<file path="src/rtl/axi_wr_cmd_seq_pkg.sv">
// Shared definitions for the PCIS write-command sequencer: register map,
// control/status bit positions, sequencer states and the queued command type.
package axi_wr_cmd_seq_pkg;

  localparam logic [7:0] REG_CTRL    = 8'h00;
  localparam logic [7:0] REG_STATUS  = 8'h04;
  localparam logic [7:0] REG_ADDR_HI = 8'h08;
  localparam logic [7:0] REG_ADDR_LO = 8'h0C;
  localparam logic [7:0] REG_PUSH    = 8'h10;
  localparam logic [7:0] REG_DONE    = 8'h14;

  localparam int CTRL_START   = 0;
  localparam int CTRL_FLUSH   = 1;
  localparam int CTRL_CLR_ERR = 2;

  localparam int ST_BUSY      = 16;
  localparam int ST_FULL      = 17;
  localparam int ST_OVF       = 18;
  localparam int ST_ALIGN     = 19;
  localparam int ST_BRESP_ERR = 20;

  localparam logic [31:0] RD_UNMAPPED = 32'hFFFF_FFFF;

  typedef enum logic [1:0] {
    IDLE,
    ISSUE,
    WAIT
  } seq_state_e;

  typedef struct packed {
    logic [63:0] addr;
    logic [7:0]  fill;
  } wr_cmd_t;

  // Writes go out as full 512b beats, so the low 6 address bits must be zero.
  function automatic logic is_beat_aligned(input logic [31:0] addr_lo);
    return addr_lo[5:0] == 6'd0;
  endfunction

endpackage

</file>
<file path="src/rtl/axi_wr_cmd_seq_if.sv">
// Bundle of the config register bus, the command link to the write master,
// the completion input and the busy flag.
interface axi_wr_cmd_seq_if;
  logic        cfg_wr;
  logic        cfg_rd;
  logic [7:0]  cfg_addr;
  logic [31:0] cfg_wdata;
  logic        cfg_ack;
  logic [31:0] cfg_rdata;
  logic        cmd_valid;
  logic        cmd_ready;
  logic [63:0] cmd_addr;
  logic [7:0]  cmd_fill;
  logic        cmp_valid;
  logic [1:0]  cmp_resp;
  logic        busy;

  // Sequencer side.
  modport slave (
    input  cfg_wr, cfg_rd, cfg_addr, cfg_wdata, cmd_ready, cmp_valid, cmp_resp,
    output cfg_ack, cfg_rdata, cmd_valid, cmd_addr, cmd_fill, busy
  );

  // Software / write-master side.
  modport master (
    output cfg_wr, cfg_rd, cfg_addr, cfg_wdata, cmd_ready, cmp_valid, cmp_resp,
    input  cfg_ack, cfg_rdata, cmd_valid, cmd_addr, cmd_fill, busy
  );
endinterface

</file>
<file path="src/rtl/axi_wr_cmd_seq_fifo.sv">
// Single-clock show-ahead command FIFO. Pointers carry one extra wrap bit so
// full and empty are told apart by the MSB difference; level is their
// difference and wraps cleanly at DEPTH.
module cmd_sync_fifo
  import axi_wr_cmd_seq_pkg::*;
#(
  parameter int  DEPTH = 16,
  parameter type T     = wr_cmd_t,
  localparam int AW    = $clog2(DEPTH)
) (
  input  logic        clk,
  input  logic        rst,
  input  logic        push,
  input  T            din,
  input  logic        pop,
  input  logic        flush,
  output T            dout,
  output logic        full,
  output logic        empty,
  output logic [AW:0] level
);

  T            mem [DEPTH];
  logic [AW:0] wptr;
  logic [AW:0] rptr;
  logic        do_push;
  logic        do_pop;

  assign empty   = (wptr == rptr);
  assign full    = (wptr[AW] != rptr[AW]) && (wptr[AW-1:0] == rptr[AW-1:0]);
  assign level   = wptr - rptr;
  assign do_pop  = pop && !empty;
  // A push into a full queue still lands when a pop frees a slot that same cycle.
  assign do_push = push && (!full || do_pop);
  assign dout    = mem[rptr[AW-1:0]];

  // Pointer update; flush discards every entry at once.
  always_ff @(posedge clk) begin
    if (rst || flush) begin
      wptr <= '0;
      rptr <= '0;
    end else begin
      if (do_push) wptr <= wptr + 1'b1;
      if (do_pop)  rptr <= rptr + 1'b1;
    end
  end

  // Entry storage, written at the tail.
  always_ff @(posedge clk) begin
    if (do_push) mem[wptr[AW-1:0]] <= din;
  end

endmodule

</file>
<file path="src/rtl/axi_wr_cmd_seq.sv">
// Command sequencer for the PCIS AXI write master. Software stages
// {address, fill} entries through config registers, then START walks the queue,
// handing one command at a time to the master and waiting for its completion.
module axi_wr_cmd_seq
  import axi_wr_cmd_seq_pkg::*;
#(
  parameter int DEPTH = 16,
  parameter int CNT_W = 8
) (
  input  logic             aclk,
  input  logic             areset,
  axi_wr_cmd_seq_if.slave  bus
);

  localparam int LVL_W = $clog2(DEPTH) + 1;

  seq_state_e       state;
  seq_state_e       state_nxt;
  logic             done_clr;
  logic             flush_pend;

  logic [31:0]      addr_hi;
  logic [31:0]      addr_lo;
  logic [CNT_W-1:0] done_cnt;
  logic             ovf_flag;
  logic             align_flag;
  logic             bresp_flag;

  logic             ack_vld_p1;
  logic [31:0]      rdata_p1;
  logic [31:0]      rd_mux;

  logic             ctrl_wr;
  logic             start;
  logic             flush;
  logic             clr_err;
  logic             push_req;
  logic             push_ok;
  logic             align_set;
  logic             ovf_set;
  logic             bresp_set;
  logic             fire;
  logic             cmp_in_wait;

  wr_cmd_t          push_cmd;
  wr_cmd_t          head;
  logic             q_full;
  logic             q_empty;
  logic [LVL_W-1:0] q_level;

  function automatic logic [CNT_W-1:0] sat_inc(input logic [CNT_W-1:0] v);
    return (&v) ? v : v + 1'b1;
  endfunction

  assign ctrl_wr     = bus.cfg_wr && (bus.cfg_addr == REG_CTRL);
  assign start       = ctrl_wr && bus.cfg_wdata[CTRL_START];
  assign flush       = ctrl_wr && bus.cfg_wdata[CTRL_FLUSH];
  assign clr_err     = ctrl_wr && bus.cfg_wdata[CTRL_CLR_ERR];
  assign push_req    = bus.cfg_wr && (bus.cfg_addr == REG_PUSH);
  assign push_ok     = push_req && is_beat_aligned(addr_lo);
  assign align_set   = push_req && !is_beat_aligned(addr_lo);
  assign fire        = bus.cmd_valid && bus.cmd_ready;
  assign ovf_set     = push_ok && q_full && !fire;
  assign cmp_in_wait = (state == WAIT) && bus.cmp_valid;
  assign bresp_set   = cmp_in_wait && (bus.cmp_resp != 2'b00);
  assign push_cmd    = '{addr: {addr_hi, addr_lo}, fill: bus.cfg_wdata[7:0]};

  cmd_sync_fifo #(
    .DEPTH (DEPTH),
    .T     (wr_cmd_t)
  ) u_fifo (
    .clk   (aclk),
    .rst   (areset),
    .push  (push_ok),
    .din   (push_cmd),
    .pop   (fire),
    .flush (flush),
    .dout  (head),
    .full  (q_full),
    .empty (q_empty),
    .level (q_level)
  );

  assign bus.cmd_valid = (state == ISSUE);
  assign bus.cmd_addr  = head.addr;
  assign bus.cmd_fill  = head.fill;
  assign bus.busy      = (state != IDLE);
  assign bus.cfg_ack   = ack_vld_p1;
  assign bus.cfg_rdata = rdata_p1;

  // Sequencer state register.
  always_ff @(posedge aclk) begin
    if (areset) state <= IDLE;
    else        state <= state_nxt;
  end

  // Next-state logic; an accepted START also clears the completion counter.
  always_comb begin
    state_nxt = state;
    done_clr  = 1'b0;
    case (state)
      IDLE: begin
        if (start) begin
          done_clr = 1'b1;
          if (!q_empty) state_nxt = ISSUE;
        end
      end
      ISSUE: begin
        if (fire)       state_nxt = WAIT;
        else if (flush) state_nxt = IDLE;
      end
      WAIT: begin
        if (bus.cmp_valid) begin
          if (flush_pend || flush || q_empty) state_nxt = IDLE;
          else                                state_nxt = ISSUE;
        end
      end
      default: state_nxt = IDLE;
    endcase
  end

  // A flush with a command in flight must still end the run once that command completes.
  always_ff @(posedge aclk) begin
    if (areset)                                              flush_pend <= 1'b0;
    else if (cmp_in_wait)                                    flush_pend <= 1'b0;
    else if (flush && ((state == WAIT) || (state == ISSUE && fire))) flush_pend <= 1'b1;
  end

  // Completion counter since the last accepted START, saturating.
  always_ff @(posedge aclk) begin
    if (areset)           done_cnt <= '0;
    else if (done_clr)    done_cnt <= '0;
    else if (cmp_in_wait) done_cnt <= sat_inc(done_cnt);
  end

  // Sticky error flags; a new error in the same cycle as CLR_ERR survives.
  always_ff @(posedge aclk) begin
    if (areset) begin
      ovf_flag   <= 1'b0;
      align_flag <= 1'b0;
      bresp_flag <= 1'b0;
    end else begin
      if (clr_err) begin
        ovf_flag   <= 1'b0;
        align_flag <= 1'b0;
        bresp_flag <= 1'b0;
      end
      if (ovf_set)   ovf_flag   <= 1'b1;
      if (align_set) align_flag <= 1'b1;
      if (bresp_set) bresp_flag <= 1'b1;
    end
  end

  // Staging address registers.
  always_ff @(posedge aclk) begin
    if (areset) begin
      addr_hi <= '0;
      addr_lo <= '0;
    end else if (bus.cfg_wr) begin
      if (bus.cfg_addr == REG_ADDR_HI) addr_hi <= bus.cfg_wdata;
      if (bus.cfg_addr == REG_ADDR_LO) addr_lo <= bus.cfg_wdata;
    end
  end

  // Register read decode.
  always_comb begin
    rd_mux = RD_UNMAPPED;
    case (bus.cfg_addr)
      REG_CTRL:    rd_mux = '0;
      REG_STATUS: begin
        rd_mux               = '0;
        rd_mux[CNT_W-1:0]    = CNT_W'(q_level);
        rd_mux[ST_BUSY]      = bus.busy;
        rd_mux[ST_FULL]      = q_full;
        rd_mux[ST_OVF]       = ovf_flag;
        rd_mux[ST_ALIGN]     = align_flag;
        rd_mux[ST_BRESP_ERR] = bresp_flag;
      end
      REG_ADDR_HI: rd_mux = addr_hi;
      REG_ADDR_LO: rd_mux = addr_lo;
      REG_PUSH:    rd_mux = '0;
      REG_DONE:    rd_mux = 32'(done_cnt);
      default:     rd_mux = RD_UNMAPPED;
    endcase
  end

  // ---- stage p1: access acknowledge and registered read data ----
  always_ff @(posedge aclk) begin
    if (areset) begin
      ack_vld_p1 <= 1'b0;
      rdata_p1   <= '0;
    end else begin
      ack_vld_p1 <= bus.cfg_wr || bus.cfg_rd;
      rdata_p1   <= bus.cfg_rd ? rd_mux : '0;
    end
  end

endmodule

</file>
<file path="src/flat_wrapper.sv">
// flat-port wrapper written by rule: the top's interface ports become plain ports
module axi_wr_cmd_seq_flat import axi_wr_cmd_seq_pkg::*;
#(
  parameter int DEPTH = 16,
  parameter int CNT_W = 8
)
  (aclk, areset, bus_cfg_wr, bus_cfg_rd, bus_cfg_addr, bus_cfg_wdata, bus_cmd_ready, bus_cmp_valid, bus_cmp_resp, bus_cfg_ack, bus_cfg_rdata, bus_cmd_valid, bus_cmd_addr, bus_cmd_fill, bus_busy);
  axi_wr_cmd_seq_if bus_i ();
  input  logic aclk;
  input  logic areset;
  input wire logic [$bits(bus_i.cfg_wr)-1:0] bus_cfg_wr;
  input wire logic [$bits(bus_i.cfg_rd)-1:0] bus_cfg_rd;
  input wire logic [$bits(bus_i.cfg_addr)-1:0] bus_cfg_addr;
  input wire logic [$bits(bus_i.cfg_wdata)-1:0] bus_cfg_wdata;
  input wire logic [$bits(bus_i.cmd_ready)-1:0] bus_cmd_ready;
  input wire logic [$bits(bus_i.cmp_valid)-1:0] bus_cmp_valid;
  input wire logic [$bits(bus_i.cmp_resp)-1:0] bus_cmp_resp;
  output wire logic [$bits(bus_i.cfg_ack)-1:0] bus_cfg_ack;
  output wire logic [$bits(bus_i.cfg_rdata)-1:0] bus_cfg_rdata;
  output wire logic [$bits(bus_i.cmd_valid)-1:0] bus_cmd_valid;
  output wire logic [$bits(bus_i.cmd_addr)-1:0] bus_cmd_addr;
  output wire logic [$bits(bus_i.cmd_fill)-1:0] bus_cmd_fill;
  output wire logic [$bits(bus_i.busy)-1:0] bus_busy;
  assign bus_i.cfg_wr = bus_cfg_wr;
  assign bus_i.cfg_rd = bus_cfg_rd;
  assign bus_i.cfg_addr = bus_cfg_addr;
  assign bus_i.cfg_wdata = bus_cfg_wdata;
  assign bus_i.cmd_ready = bus_cmd_ready;
  assign bus_i.cmp_valid = bus_cmp_valid;
  assign bus_i.cmp_resp = bus_cmp_resp;
  assign bus_cfg_ack = bus_i.cfg_ack;
  assign bus_cfg_rdata = bus_i.cfg_rdata;
  assign bus_cmd_valid = bus_i.cmd_valid;
  assign bus_cmd_addr = bus_i.cmd_addr;
  assign bus_cmd_fill = bus_i.cmd_fill;
  assign bus_busy = bus_i.busy;
  axi_wr_cmd_seq #(.DEPTH(DEPTH), .CNT_W(CNT_W)) u_core (.aclk(aclk), .areset(areset), .bus(bus_i));
endmodule
</file>
<file path="config.mk">
export PLATFORM = sky130hd
export DESIGN_NAME = axi_wr_cmd_seq_flat
export DESIGN_NICKNAME = d
export VERILOG_FILES = /design/src/rtl/axi_wr_cmd_seq_pkg.sv /design/src/rtl/axi_wr_cmd_seq_if.sv /design/src/rtl/axi_wr_cmd_seq_fifo.sv /design/src/rtl/axi_wr_cmd_seq.sv /design/src/flat_wrapper.sv
export SDC_FILE = /design/constraint.sdc
export NUM_CORES = 1
export LEC_CHECK = 0
export CAP_MARGIN = 20
export CELL_PAD_IN_SITES_DETAIL_PLACEMENT = 0
export CELL_PAD_IN_SITES_GLOBAL_PLACEMENT = 2
export CORE_ASPECT_RATIO = 0.75
export CORE_UTILIZATION = 45
export CTS_BUF_LIST = sky130_fd_sc_hd__clkbuf_4 sky130_fd_sc_hd__clkbuf_8
export CTS_CLUSTER_DIAMETER = 100
export DETAILED_ROUTE_END_ITERATION = 6
export PLACE_DENSITY_LB_ADDON = 0.1
export SYNTH_ARGS = -nofsm -noshare
export SYNTH_HDL_FRONTEND = slang
export SYNTH_SLANG_ARGS = --single-unit
</file>
<file path="constraint.sdc">
create_clock -name aclk -period 7.6 [get_ports aclk]
set_input_delay 0.76 -clock aclk [delete_from_list [all_inputs] [get_ports aclk]]
set_output_delay 0.76 -clock aclk [all_outputs]
set_load 0.01 [all_outputs]
</file>
Yosys cells after proc, flatten, opt, wreduce, memory -nomap -nowiden
Memory sizes are Yosys's and may differ from the RTL's. A register that Yosys moved wholly into a read port is not among the register bits.
Index checks and enable logic that the tools add are counted.

cells by class
  add/subtract/negate cells = 4
  eq/ne operators = 14
  muxes and demuxes = 18
  bitwise gates (word level) = 2
  reduce and logical (&&, ||, !) cells = 44

operators by type and width
  operator                                                          count
  32-bit one-hot mux with 5 select lines                            1
  1-bit logical AND                                                 17
  8-bit by 4-bit == test with 1-bit output (second input constant)  2
  8-bit by 5-bit == test with 1-bit output (second input constant)  2
  5-bit by 1-bit adder with 5-bit output (second input constant)    2
  2-bit 2-to-1 mux                                                  5
  2-bit nonzero test                                                5
  1-bit 2-to-1 mux                                                  9
  8-bit by 1-bit adder with 8-bit output (second input constant)    1
  8-bit by 3-bit == test with 1-bit output (second input constant)  1
  8-bit zero test                                                   1
  4-bit 2-to-1 mux                                                  2
  8-bit AND reduction                                               1
  2-bit OR reduction                                                4
  6-bit zero test                                                   1
  1-bit logical OR                                                  6
  2-bit one-hot mux with 3 select lines                             1
  2-bit AND reduction                                               3
  5-bit == test                                                     1
  5-bit subtractor                                                  1
  4-bit == test                                                     1
  1-bit zero test                                                   4
  2-bit != test (second input constant)                             2
  4-bit AND reduction                                               1
  other kinds (7)                                                   8

storage, ports and cells
  register bits = 121
  bits in writable memories = 1152
  input bits = 48
  logic and storage cells = 95
  memories kept = 1

memories
  memory             words  bits a word  read ports  clocked after Yosys merged registers in  write ports  RTL line                   text
  u_core.u_fifo.mem  16     72           1           1                                        1            axi_wr_cmd_seq_fifo.sv:23  T mem [DEPTH];

Longest topological paths before layout
Gate-level depths: netlist of the first run.

  depth in word-level cells = 8
  depth in mapped cells = 8
  mapped depth without buffers = 8

By module
From an unflattened synthesis of the first run, not the netlist that was laid out.

unflattened totals
  cells, all modules = 2381
  area, all modules = 48281.3 um^2

by module, submodules not included
  module          times used  cells an instance  area each (um^2)  seq. area each (um^2)
  cmd_sync_fifo   1           1859               43860.8           34873.4
  axi_wr_cmd_seq  1           522                4420.5            2222.1

Worst setup path before layout of the first run
No wires, ideal clock.

  path type = input to register
  start point = input bus_cfg_addr[3]
  end point = memory u_core.u_fifo.mem[0][0] in the netlist's numbering, enable pin
  library setup time = 0.590 ns
  arrival = 6.680 ns
  slack = 0.329 ns
  cell stages on the path = 5
  path buffers = 0
  cell sequence = nor4_2 -> nand4_1 -> nor2_1 -> nand2_1 -> nor3_1

on the way
  word-level cells in the longest chain between the ends = 6

ends and longest elaborated chain
  item                                      RTL line                   text
  start: declaration                        flat_wrapper.sv:13         input wire logic [$bits(bus_i.cfg_addr)-1:0] bus_cfg_addr;
  8-bit by 5-bit == test with 1-bit output  axi_wr_cmd_seq.sv:59       assign push_req = bus.cfg_wr && (bus.cfg_addr == REG_PUSH);
  1-bit logical AND                         axi_wr_cmd_seq.sv:59
  1-bit logical AND                         axi_wr_cmd_seq.sv:60       assign push_ok = push_req && is_beat_aligned(addr_lo);
  1-bit logical AND                         axi_wr_cmd_seq_fifo.sv:34  assign do_push = push && (!full || do_pop);
  1-bit 2-to-1 mux                          axi_wr_cmd_seq_fifo.sv:50  if (do_push) mem[wptr[AW-1:0]] <= din;
  1-bit 2-to-1 mux (not written as such)    axi_wr_cmd_seq_fifo.sv:50
  end: declaration                          axi_wr_cmd_seq_fifo.sv:23

No other way between the ends.

==> impl_metrics.tcl, run 1 <==
set metrics [dict create \
    timing.rr.start "u_core.u_fifo.wptr[2]" \
    synth_top_cell_by_area "edfxtp_1" \
    cts.reportedPaths.clkPinSlew_ps 70 \
    final_cell_mix "edfxtp_1 (1152), mux4_2 (360), clkbuf_8 (213)" \
    crit_family "buffers and inverters" \
    grt_pass1_vias 24700 \
    period_share_pct 66.6 \
    dp_hpwl_um 69500 \
    num_vias 23800 \
    setup_ws_ps 2540 \
    reg2reg_slack_ps 3470 \
    critPathKind "register to output port" \
    worstPathArrival_ps 4300 \
    setup_viol 0 \
    syn_area_um2 48300 \
    cts_tree "done" \
    post-route-min-period_ps 5060 \
    hold_path_depth 2 \
    die_h_um 286 \
    synth_top_area_share_pct 71.7 \
    drt-pass1-iter-count 7 \
    overflow 0 \
    top_layer "met4" \
    ys_ff_latch 1277 \
    cp-start-kind "register" \
    met2_wirelength_um 59100 \
    slew_headroom_pct 22.6 \
    wirelength_um 126000 \
    max-cap-violations 0 \
    slowest_delay_ps 960 \
    finalNetCount 2561 \
    outcome "complete, no violations" \
    wl_met1_um 54600 \
    place_ws_ps 2650 \
    cp-end-kind "output port" \
    rsz0062_at_grt "no" \
    slowest_stage "dfxtp_4" \
    ys_seq_area_share_pct 76.8 \
    crit_chain "buf_4 -> mux4_2 -> mux4_2 -> clkdlybuf4s50_1" \
    final_cells 4083 \
    r2r_cells 7 \
    pwr_density_cell_nw_per_um2 242 \
    synth.distinct_cells 46 \
    synthArstFlopShare_pct 0 \
    grt_max_degree 152 \
    yosys_warnings 0 \
    skew_ps 39.4 \
    min_path_type "input pin to register" \
    synth_edf_count 1152 \
    die_w_um 380 \
    setup_tns_ps 0 \
    numCtsBuffers 194 \
    synthCells 2219 \
    syn_avg_cell_area_um2 21.8 \
    drv_slew 0 \
    ios 155 \
    vdd_drop_max_v 0.000159 \
    layout_commonest_cell "edfxtp_1" \
    core_area_um2 106000 \
    cts_max_level 4 \
    postCtsSetupBuffers 0 \
    critPathMostFrequentCell "mux4_2" \
    gp_congestion 0.766 \
    worstSkewPairLatency_ps 870 \
    min-delay-start "areset" \
    cts.sink_count 1277 \
    critPathBufInv 2 \
    cp_max_fo 43 \
    vias_per_cell 5.82 \
    wl_per_cell_um 30.9 \
    synth_area_leaders "edfxtp_1 (72%), mux4_2 (17%), dfxtp_1 (5.2%), nand2_1 (1.2%), a21oi_1 (0.80%)" \
    portBuffers 154 \
    synth_flop_cell "edfxtp_1" \
    cts_hold_buf 0 \
    cp.required_ps 6840 \
    timing.fmax_ghz 0.198 \
    layout-drive-gt1-share_pct 29.2 \
    grt_pass1_wl_um 180000 \
    gr-usage-all-layers_pct 23.6 \
    cts_resized 0 \
    antenna_left 0 \
    finalHoldViolations 0 \
    cellLeakagePower_nw 18.5 \
    rr_endpoint "u_core.u_fifo.mem[2][32]" \
    antenna_found_initial 6 \
    dieArea_um2 109000 \
    post-place-cells 3722 \
    drt_iter0_drc 2404 \
    start_util_pct 45.6 \
    cts_buffer_depth 3 \
    synth_nets 2278 \
    syn_to_final_growth_pct 15.5 \
    wl_met3_um 9840 \
    clock-root-buffer "clkbuf_8" \
    hold_path_end "u_core.addr_hi[30]" \
    rows 103 \
    drc_errors 0 \
    worst_slew_pin_slew_ps 1160 \
]
layout make-up:
type,count,area [um^2]
Sequential cell,1277,37100
Tap cell,1417,1770
Antenna cell,5,12.5
Clock buffer,298,3570
Clock inverter,57,442
Fill cell,8217,50100
Inverter,9,33.8
Multi-Input combinational cell,811,10700
Timing Repair Buffer,209,2130
per-stage QoR:
stage | power (mW) | util [%] | cell area (um^2) | hold WS (ps)
after floorplan | 7.74 | - | 48300 | 432
after global placement | 7.83 | 48.9 | 51700 | 512
after detailed placement | 7.84 | 48.9 | 51700 | 538
after CTS | 13.6 | 52.6 | 55700 | 91.0
after global routing | 13.9 | 52.7 | 55700 | 145
final | 13.5 | 52.7 | 55700 | 182
worst max path at each step:
| stage | start | endpoint | slack (ps) | cells past startpoint |
|---|---|---|---|---|
| 2_1_floorplan | bus_cfg_addr[3] | u_core.u_fifo.mem[0][0] | 330 | 5 |
| 3_3_place_gp | bus_cfg_addr[4] | u_core.u_fifo.mem[4][44] | 2620 | 7 |
| 3_5_place_dp | bus_cfg_addr[4] | u_core.u_fifo.mem[4][44] | 2650 | 7 |
| 4_1_cts | register | bus_cmd_addr[17] | 2320 | 4 |
| 5_1_grt | register | bus_cmd_addr[17] | 2260 | 4 |
| 6_report | register | bus_cmd_addr[17] | 2540 | 4 |
Yosys cell counts, types with 3 or more instances:
| cell | instances |
|---|---|
| buf_4 | 20 |
| dfxtp_1 | 125 |
| a211oi_1 | 3 |
| mux4_2 | 360 |
| and4_1 | 3 |
| a221oi_1 | 28 |
| buf_2 | 26 |
| nand2b_1 | 6 |
| a222oi_1 | 3 |
| buf_1 | 9 |
| xor2_1 | 9 |
| ha_1 | 10 |
| clkbuf_1 | 61 |
| inv_1 | 9 |
| o21ai_0 | 9 |
| nand2_1 | 152 |
| nand4_1 | 6 |
| nand3b_1 | 4 |
| nor2_1 | 71 |
| xnor2_1 | 10 |
| nand3_1 | 16 |
| and3_1 | 5 |
| a21oi_1 | 77 |
| a31oi_1 | 5 |
| a22o_1 | 3 |
| buf_6 | 6 |
| nor3_1 | 7 |
| edfxtp_1 | 1152 |
registers in the layout, indices dropped and copies added (netlist names), named ones only:
register	count
u_core.ovf_flag	1
u_core.bus.cfg_ack	1
u_core.align_flag	1
u_core.bus.cfg_rdata	32
u_core.done_cnt	8
u_core.flush_pend	1
u_core.state	2
u_core.bresp_flag	1
u_core.addr_hi	32
u_core.u_fifo.wptr	5
u_core.u_fifo.rptr	5
u_core.addr_lo	32
u_core.u_fifo.mem	1152
worst register-to-register path, cell delays in order, from the launching register on:
cell	delay, ps
dfxtp_1	640
ha_1	380
and4_1	280
and3_1	300
nor2_1	310
nand2_1	290
nor3_2	830
buf_4	700
where the power goes:
group | switching (mW) | total (mW) | internal [mW]
logic | 0.0745 | 0.120 | 0.0458
registers | 0.00734 | 7.57 | 7.56
clock network | 2.60 | 5.82 | 3.22
metal layers:
metal / track usage [%] / up-vias
met5: 0 / -
met1: 33.8 / 12800
li1: - / 9828
met2: 36.3 / 934
met3: 5.23 / 163
met4: 7.26 / 0
kinds of logic after synthesis:
kind of cell / Yosys count / synth area share (%)
buffers and inverters: 131 / 1.33
muxes: 361 / 16.8
DFF: 1277 / 76.8
and+or+nand+nor: 285 / 2.60
AOI/OAI and AO/OA: 135 / 1.75
xor gates and xnor gates: 19 / 0.345
adders and majority gates: 11 / 0.301
Note: power is estimated with default switching activity, not from simulation.
==> run 2: changes to the inputs <==
Clock period 7.6 ns to 4.25 ns, I/O delays scaled along.
==> impl_metrics.tcl, run 2 (synthesis results as in run 1) <==
set metrics [dict create \
    dp_hpwl_um 73800 \
    cts.reportedPaths.clkPinSlew_ps 60 \
    core_area_um2 106000 \
    hold_path_depth 3 \
    worstPathArrival_ps 3630 \
    overflow 0 \
    antenna_found_initial 13 \
    cp-end-kind "output port" \
    skew_ps 22.6 \
    max-cap-violations 0 \
    cts_resized 0 \
    grt_pass1_wl_um 183000 \
    drc_errors 0 \
    worstSkewPairLatency_ps 860 \
    hold_path_end "u_core.addr_lo[24]" \
    wl_per_cell_um 31.4 \
    final_cell_mix "edfxtp_1 (1152), mux4_2 (360), clkbuf_8 (204)" \
    cp-start-kind "register" \
    cp_max_fo 46 \
    cts_tree "done" \
    antenna_left 0 \
    grt_pass1_vias 24800 \
    layout_commonest_cell "edfxtp_1" \
    portBuffers 154 \
    clock-root-buffer "clkbuf_8" \
    filler_cell_count 8212 \
    post-place-cells 3759 \
    ios 155 \
    min-delay-start "bus_cfg_wdata[24]" \
    rows 103 \
    rr_endpoint "u_core.u_fifo.mem[0][49]" \
    grtUsageMet2_pct 36.2 \
    gr-usage-all-layers_pct 24.2 \
    start_util_pct 45.6 \
    drv_slew 0 \
    timing.fmax_ghz 0.247 \
    place_ws_ps 595 \
    layout-drive-gt1-share_pct 29.8 \
    num_vias 24300 \
    final_cells 4130 \
    outcome "complete, no violations" \
    cellLeakagePower_nw 18.7 \
    post-route-min-period_ps 4050 \
    rsz0062_at_grt "no" \
    reg2reg_slack_ps 690 \
    cts.sink_count 1277 \
    critPathKind "register to output port" \
    syn_to_final_growth_pct 16.5 \
    setup_viol 0 \
    r2r_cells 7 \
    post-route-util_pct 53.1 \
    finalNetCount 2604 \
    cts_buffer_depth 3 \
    wirelength_um 130000 \
    cp.required_ps 3830 \
    finalHoldViolations 0 \
    numCtsBuffers 194 \
    timing.rr.start "u_core.u_fifo.wptr[2]" \
    grt_util_met3_pct 5.09 \
    cts_max_level 4 \
    gp_congestion 0.785 \
    grt_util_met1_pct 35.5 \
    vias_per_cell 5.88 \
    vdd_drop_max_v 0.000278 \
    die_w_um 380 \
    drt_iter0_drc 2857 \
    pwr_density_cell_nw_per_um2 424 \
    period_share_pct 95.3 \
    setup_ws_ps 199 \
    worst_slew_pin_slew_ps 1110 \
    grt.busiest_layer "met2" \
    grt_max_degree 82 \
    dieArea_um2 109000 \
    min_path_type "input pin to register" \
    largest_reg_flops 1152 \
    die_h_um 286 \
    drt-pass1-iter-count 7 \
    slew_headroom_pct 26.0 \
]
-- run 2: changes by cell type in the layout (fill, tap and decap cells not counted), sizes merged, moves of 4 or more --
cell / delta
buf: +42
bufinv: -5
clkbuf: -9
clkinv: +15
diode: -4
inv: +5
-- run 2: repair_timing --
item / in CTS / in global routing
setup endpoints to repair: 8 / 0
setup buffers: 5 / 0
hold buffers: 1 / 0
endpoints found under the hold margin: 23 / 0
-- run 2: area by class of cell --
cell class / count / area, um^2 / share of cell area (%)
Clock buffer: 289 / 3450 / 6.13
Sequential cell: 1277 / 37100 / 66.0
Timing Repair Buffer: 252 / 2760 / 4.91
Clock inverter: 74 / 407 / 0.723
Tap cell: 1417 / 1770 / 3.15
Inverter: 9 / 33.8 / 0.0601
Multi-Input combinational cell: 811 / 10700 / 19.0
Antenna cell: 1 / 2.50 / 0.00445
-- run 2: critical path, stage by stage (launching register included) --
cell and delay, ps:
dfxtp_4 620, buf_12 370, buf_12 280, mux4_2 350
mux4_2 540, clkdlybuf4s50_1 520
-- run 2: worst max path at each step --
stage / cells past startpoint / slack (ps) / startpoint / to
floorplan: 8 / -960 / u_core.u_fifo.wptr[0] / u_core.u_fifo.mem[4][0]
global placement: 7 / 600 / bus_cfg_addr[3] / u_core.u_fifo.mem[2][50]
detailed placement: 7 / 590 / bus_cfg_wr / u_core.u_fifo.mem[1][49]
CTS: 5 / 100 / register / bus_cmd_addr[28]
global route: 5 / 120 / register / bus_cmd_addr[28]
finish: 5 / 200 / register / bus_cmd_addr[28]
-- run 2: metal layers --
layer	wire length (um)	share of wire (%)
met5	126	0.097
met4	3110	2.4
met3	10300	8.0
met2	59100	46
met1	57200	44
-- run 2: report_power, final --
group	internal (mW)	switching (mW)	total [mW]
Sequential	13.5	0.0125	13.5
Clock	5.32	4.76	10.1
Combinational	0.0844	0.133	0.217
Total	18.9	4.90	23.8
-- run 2: through the flow --
stage          cell area [um^2]  setup TNS (ps)  hold slack (ps)  power, mW
4_1_cts                   56200               0             40.7       24.0
2_1_floorplan             48300         -880250              432       13.8
3_3_place_gp              52300               0              495       14.0
6_report                  56200               0              140       23.8
3_5_place_dp              52300               0              487       14.0
5_1_grt                   56200               0              111       24.6
